===== config.mk =====
export PLATFORM = sky130hd
export DESIGN_NAME = axil_bram8_ctrl
export DESIGN_NICKNAME = d
export VERILOG_FILES = /design/src/rtl/axil_bram_pkg.sv /design/src/rtl/axil_bram8_ctrl_arb.sv /design/src/rtl/axil_bram8_ctrl.sv
export SDC_FILE = /design/constraint.sdc
export NUM_CORES = 1
export LEC_CHECK = 0
export BUFFER_PORTS_ARGS = -buffer_cell sky130_fd_sc_hd__buf_2
export CORE_AREA = 5 5 78 80
export DETAILED_ROUTE_END_ITERATION = 12
export DIE_AREA = 0 0 83 85
export MAX_ROUTING_LAYER = met4
export PLACE_DENSITY = 0.82
export SLEW_MARGIN = 20
export SYNTH_ARGS = -nofsm -noshare
export SYNTH_HDL_FRONTEND = slang
export SYNTH_HIERARCHICAL = 1
export SYNTH_SLANG_ARGS = --single-unit

===== constraint.sdc =====
create_clock -name clk -period 4.3 [get_ports clk]
set_input_delay 0.43 -clock clk [delete_from_list [all_inputs] [get_ports clk]]
set_output_delay 0.43 -clock clk [all_outputs]
set_load 0.02 [all_outputs]

===== src/rtl/axil_bram_pkg.sv =====
// Shared types and constants for the AXI4-Lite byte-BRAM controller.
package axil_bram_pkg;

    localparam logic [1:0] RESP_OKAY   = 2'b00;
    localparam logic [1:0] RESP_SLVERR = 2'b10;
    localparam int unsigned WORD_LSB   = 2;

    typedef enum logic [2:0] {
        IDLE,
        WR_EXEC,
        WR_RESP,
        RD_ADDR,
        RD_RESP
    } state_e;

    typedef enum logic {
        GNT_READ,
        GNT_WRITE
    } grant_e;

endpackage


===== src/rtl/axil_bram8_ctrl_arb.sv =====
// Two-way round-robin arbiter between the write and read channels.
module axil_rr_arb2
    import axil_bram_pkg::*;
(
    input  logic clk,
    input  logic rst_n,
    input  logic wr_cand,
    input  logic rd_cand,
    input  logic en,
    output logic gnt_wr,
    output logic gnt_rd
);

    grant_e r_last_grant;

    // On a tie the side that did not win last time gets the port.
    always_comb begin
        gnt_wr = en & wr_cand & (~rd_cand | (r_last_grant == GNT_READ));
        gnt_rd = en & rd_cand & (~wr_cand | (r_last_grant == GNT_WRITE));
    end

    always_ff @(posedge clk) begin
        if (!rst_n) begin
            r_last_grant <= GNT_READ;
        end else if (gnt_wr) begin
            r_last_grant <= GNT_WRITE;
        end else if (gnt_rd) begin
            r_last_grant <= GNT_READ;
        end
    end

endmodule


===== src/rtl/axil_bram8_ctrl.sv =====
// AXI4-Lite slave sequencing a 256x8 falling-edge BRAM; one 32-bit word maps to one byte.
module axil_bram8_ctrl
    import axil_bram_pkg::*;
#(
    parameter int unsigned ADDR_WIDTH = 12,
    parameter int unsigned MEM_AW     = 8
) (
    input  logic                  clk,
    input  logic                  rst_n,
    input  logic [ADDR_WIDTH-1:0] s_axi_awaddr,
    input  logic                  s_axi_awvalid,
    output logic                  s_axi_awready,
    input  logic [31:0]           s_axi_wdata,
    input  logic [3:0]            s_axi_wstrb,
    input  logic                  s_axi_wvalid,
    output logic                  s_axi_wready,
    output logic [1:0]            s_axi_bresp,
    output logic                  s_axi_bvalid,
    input  logic                  s_axi_bready,
    input  logic [ADDR_WIDTH-1:0] s_axi_araddr,
    input  logic                  s_axi_arvalid,
    output logic                  s_axi_arready,
    output logic [31:0]           s_axi_rdata,
    output logic [1:0]            s_axi_rresp,
    output logic                  s_axi_rvalid,
    input  logic                  s_axi_rready,
    output logic                  bram_we,
    output logic [MEM_AW-1:0]     bram_addr,
    output logic [7:0]            bram_din,
    input  logic [7:0]            bram_dout
);

    state_e              r_state;
    logic                r_aw_held, r_w_held;
    logic [MEM_AW-1:0]   r_aw_idx;
    logic                r_aw_in_range;
    logic [7:0]          r_wdata;
    logic                r_wstrb0;
    logic                r_rd_in_range;
    logic                r_bvalid, r_rvalid, r_bram_we;
    logic [1:0]          r_bresp, r_rresp;
    logic [7:0]          r_rdata, r_bram_din;
    logic [MEM_AW-1:0]   r_bram_addr;

    logic w_gnt_wr, w_gnt_rd, w_arb_en;
    logic w_aw_in_range, w_ar_in_range;
    logic w_unused_bits;

    assign w_aw_in_range = (s_axi_awaddr[ADDR_WIDTH-1:10] == '0);
    assign w_ar_in_range = (s_axi_araddr[ADDR_WIDTH-1:10] == '0);
    assign w_arb_en      = rst_n & (r_state == IDLE);
    assign w_unused_bits = ^{s_axi_wdata[31:8], s_axi_wstrb[3:1], s_axi_awaddr[1:0],
                             s_axi_araddr[1:0]};

    axil_rr_arb2 u_arb (
        .clk     (clk),
        .rst_n   (rst_n),
        .wr_cand (r_aw_held & r_w_held),
        .rd_cand (s_axi_arvalid),
        .en      (w_arb_en),
        .gnt_wr  (w_gnt_wr),
        .gnt_rd  (w_gnt_rd)
    );

    assign s_axi_awready = rst_n & ~r_aw_held;
    assign s_axi_wready  = rst_n & ~r_w_held;
    assign s_axi_arready = w_gnt_rd;
    assign s_axi_bvalid  = r_bvalid;
    assign s_axi_bresp   = r_bresp;
    assign s_axi_rvalid  = r_rvalid;
    assign s_axi_rresp   = r_rresp;
    assign s_axi_rdata   = {24'h0, r_rdata};
    assign bram_we       = r_bram_we;
    assign bram_addr     = r_bram_addr;
    assign bram_din      = r_bram_din;

    always_ff @(posedge clk) begin
        if (!rst_n) begin
            r_state       <= IDLE;
            r_aw_held     <= 1'b0;
            r_w_held      <= 1'b0;
            r_aw_idx      <= '0;
            r_aw_in_range <= 1'b0;
            r_wdata       <= '0;
            r_wstrb0      <= 1'b0;
            r_rd_in_range <= 1'b0;
            r_bvalid      <= 1'b0;
            r_rvalid      <= 1'b0;
            r_bram_we     <= 1'b0;
            r_bresp       <= RESP_OKAY;
            r_rresp       <= RESP_OKAY;
            r_rdata       <= '0;
            r_bram_addr   <= '0;
            r_bram_din    <= '0;
        end else begin
            // Capture runs in every state; held flags only clear in WR_EXEC.
            if (s_axi_awvalid && !r_aw_held) begin
                r_aw_idx      <= s_axi_awaddr[WORD_LSB +: MEM_AW];
                r_aw_in_range <= w_aw_in_range;
                r_aw_held     <= 1'b1;
            end
            if (s_axi_wvalid && !r_w_held) begin
                r_wdata  <= s_axi_wdata[7:0];
                r_wstrb0 <= s_axi_wstrb[0];
                r_w_held <= 1'b1;
            end

            unique case (r_state)
                IDLE: begin
                    if (w_gnt_wr) begin
                        r_bram_addr <= r_aw_idx;
                        r_bram_din  <= r_wdata;
                        r_bram_we   <= r_wstrb0 & r_aw_in_range;
                        r_state     <= WR_EXEC;
                    end else if (w_gnt_rd) begin
                        r_bram_addr   <= s_axi_araddr[WORD_LSB +: MEM_AW];
                        r_bram_we     <= 1'b0;
                        r_rd_in_range <= w_ar_in_range;
                        r_state       <= RD_ADDR;
                    end
                end
                WR_EXEC: begin
                    r_bram_we <= 1'b0;
                    r_aw_held <= 1'b0;
                    r_w_held  <= 1'b0;
                    r_bvalid  <= 1'b1;
                    r_bresp   <= r_aw_in_range ? RESP_OKAY : RESP_SLVERR;
                    r_state   <= WR_RESP;
                end
                WR_RESP: begin
                    if (s_axi_bready) begin
                        r_bvalid <= 1'b0;
                        r_state  <= IDLE;
                    end
                end
                // BRAM updates bram_dout on the falling edge inside this cycle.
                RD_ADDR: begin
                    r_rdata  <= r_rd_in_range ? bram_dout : 8'h00;
                    r_rresp  <= r_rd_in_range ? RESP_OKAY : RESP_SLVERR;
                    r_rvalid <= 1'b1;
                    r_state  <= RD_RESP;
                end
                RD_RESP: begin
                    if (s_axi_rready) begin
                        r_rvalid <= 1'b0;
                        r_state  <= IDLE;
                    end
                end
                default: r_state <= IDLE;
            endcase
        end
    end

endmodule


==> metrics <==
Critical Path AT 2.42 ns; Ports 133; GP Congestion 0.763; core area 0.00534 sq mm; CP Max Fanout 11; outcome finished clean; CTS buffer count 5; Avg Cell Area, Syn 8.52 sq um; Leakage 0.00133 uW; Max VDD drop 0.000160 V; CP cell instances nor3_1, and2_1, nand2_1, a21oi_1, buf_2; Initial DRT Pass Iterations 4; initial antenna violation count 0; Area Growth Syn to Fin 16.4%; nature of the critical path endpoint output port; Yosys warning total 6; Synth area leaders dfxtp_1 (45%), nand2_1 (8.7%), a21boi_0 (8.1%), buf_4 (8.1%), nand3_1 (5.0%); Post-synth ARST share 0%; Clock Skew 0.00486 ns; HPWL after detailed placement 3.94 mm; max-slew violation count 0; DR vias/cell 4.89; vias 2057; clk sinks 54; simple-gate share of the synthesized area 22.4%; initial DRC count 70; chip height 85 microns; final hold violations 0; CP max stage delay 0.83 ns; Slowest cell on crit path nor3_1; count leader, synth nand2_1; max cap viols 0; CP Class register to output port; WP data required 3.87 ns; register bit count reported by yosys 54; main combinational cell family by area after synthesis simple AND/OR/NAND/NOR gates; Reg clk slew, reported paths 0.09 ns; Post-synth top flop dfxtp_1; xor/xnor share of the synthesized area 0%; proportion of layout cells with a drive suffix above 1 25.5%; H-tree levels 2; Yosys top cell by area dfxtp_1; Die X 83 microns; Initial Util 45.3%; Fill cells 526; sum of negative setup slack 0 ns; Compound-Gate Fraction of Synth Area 17.4%; top cells by count, synth nand2_1 (56), dfxtp_1 (54), a21boi_0 (26), buf_4 (26), nand3_1 (24); Mapped Cells 284; first-pass GRT wire length 8.75 mm; vias in the first global route 1889; top cell type's share of synthesized area 44.7%; DRC 0; shortest period the worst path allows 2.85 ns; post-synthesis cell area 0.00242 sq mm; antenna-violating nets left 0; final net count 423; worst slew pin tran 0.977 ns; power density cells 354 mW/mm^2; grt ovf 0; Distinct cells, synth 36; Setup Buffers After CTS 0; Hold-fix buffers, CTS 0; post-CTS sizing 0; CP startpoint kind register; drt total wl 5.28 mm; Seq/Total Area, Yosys 44.7%; input/output buffers 75; die area 0.00706 sq mm; Total Power 999 uW; std cell rows 27; # diodes 0; total track usage 15.2%; number of synthesized flops with an enable pin 0; Routed WL per cell 12.5 microns; final period utilization 66.2%; post-synthesis mux area share 3.31%; clk root buf clkbuf_8; Synth Area in Adders 0%; Clock Latency Late Sink 0.30 ns; Slew Limit Headroom 34.4%; RSZ-0062 raised after global routing no; fmax 351 MHz; CTS tree yes; largest net degree at the start of global routing 64; Clock Tree Buf Depth 2; Setup Viol. Count Final 0; hold crit path type input pin to register
-- routing by layer --
layer	up-vias	global-route usage, %	share of wire [%]
li1	1029	-	-
met3	6	5.83	9.6
met2	75	24.1	47
met4	0	3.57	0.97
met1	947	18.4	43
met5	-	-	0
-- path summary, 6_finish.rpt --
kind,to,slack (ns),startpoint,depth (start not counted)
setup / recovery,s_axi_arready,1.45,r_state[1],5
hold / removal,r_w_held,0.37,s_axi_wvalid,3
setup reg to reg,bram_addr[0],1.57,r_state[1],8
hold reg to reg,bram_din[5],0.46,bram_din[5],2
-- state kept, by name, indices dropped and copies added (netlist names), 3 cells and up --
signal and flops:
r_wdata 8, bram_din 8, r_rdata 8, bram_addr 8, r_state 3, r_aw_idx 8
-- stage by stage --
| step | utilization [%] | area (sq um) | hold WS [ns] | setup slack (ns) | std cells |
|---|---|---|---|---|---|
| 2_1_floorplan | - | 2510 | 0.443 | 1.83 | 309 |
| 3_3_place_gp | 51.0 | 2720 | 0.440 | 1.73 | 413 |
| 3_5_place_dp | 51.0 | 2720 | 0.448 | 1.62 | 413 |
| 4_1_cts | 52.8 | 2820 | 0.353 | 1.43 | 421 |
| 5_1_grt | 52.8 | 2820 | 0.355 | 1.19 | 421 |
| 6_report | 52.8 | 2820 | 0.367 | 1.45 | 421 |
-- report_power, final --
part / leakage (uW) / switching (uW) / internal [uW]
Sequential: 0.000440 / 20.7 / 526
Combinational: 0.000847 / 101 / 59.1
Clock: 0.0000472 / 162 / 130
-- critical path, delay by kind of cell, from the launching register on --
kind	cells	cell delay, ns
buffers and inverters	1	0.24
DFF	1	0.42
and+or+nand+nor	3	1.19
AOI/OAI and AO/OA	1	0.26
-- layout make-up --
cell class / count / area (sq um) / share of cell area (%)
inverters: 3 / 11.3 / 0.400
flip-flops and latches: 54 / 1080 / 38.4
multi-input cells: 206 / 1140 / 40.5
clock inverters: 2 / 12.5 / 0.444
repair buffers: 78 / 398 / 14.1
clock buffers: 6 / 82.6 / 2.93
well taps: 72 / 90.1 / 3.20
-- cells in the final DEF, fill, tap and decap left out, drive strengths merged, types with 2 or more instances in the layout --
cell type | synthesis | final
nand3 | 24 | 24
nand3b | 2 | 2
nor2 | 8 | 8
inv | 3 | 3
nand2b | 4 | 4
dfxtp | 54 | 54
mux2i | 8 | 8
nor2b | 5 | 5
clkbuf | 15 | 6
or3 | 2 | 2
a21boi | 27 | 27
conb | 1 | 26
a21oi | 6 | 6
nor4b | 2 | 2
buf | 31 | 78
and2 | 2 | 2
nand2 | 56 | 56
o21ai | 13 | 13
o211a | 10 | 10
-- kinds of logic (layout without fill, tap and decap cells) --
family | count (synthesis) | after routing
AOI/OAI and AO/OA | 59 | 59
and+or+nand+nor | 113 | 113
buffers and inverters | 49 | 89
other | 1 | 26
muxes | 8 | 8
DFF | 54 | 54
Power figures use the tool's default switching activity.
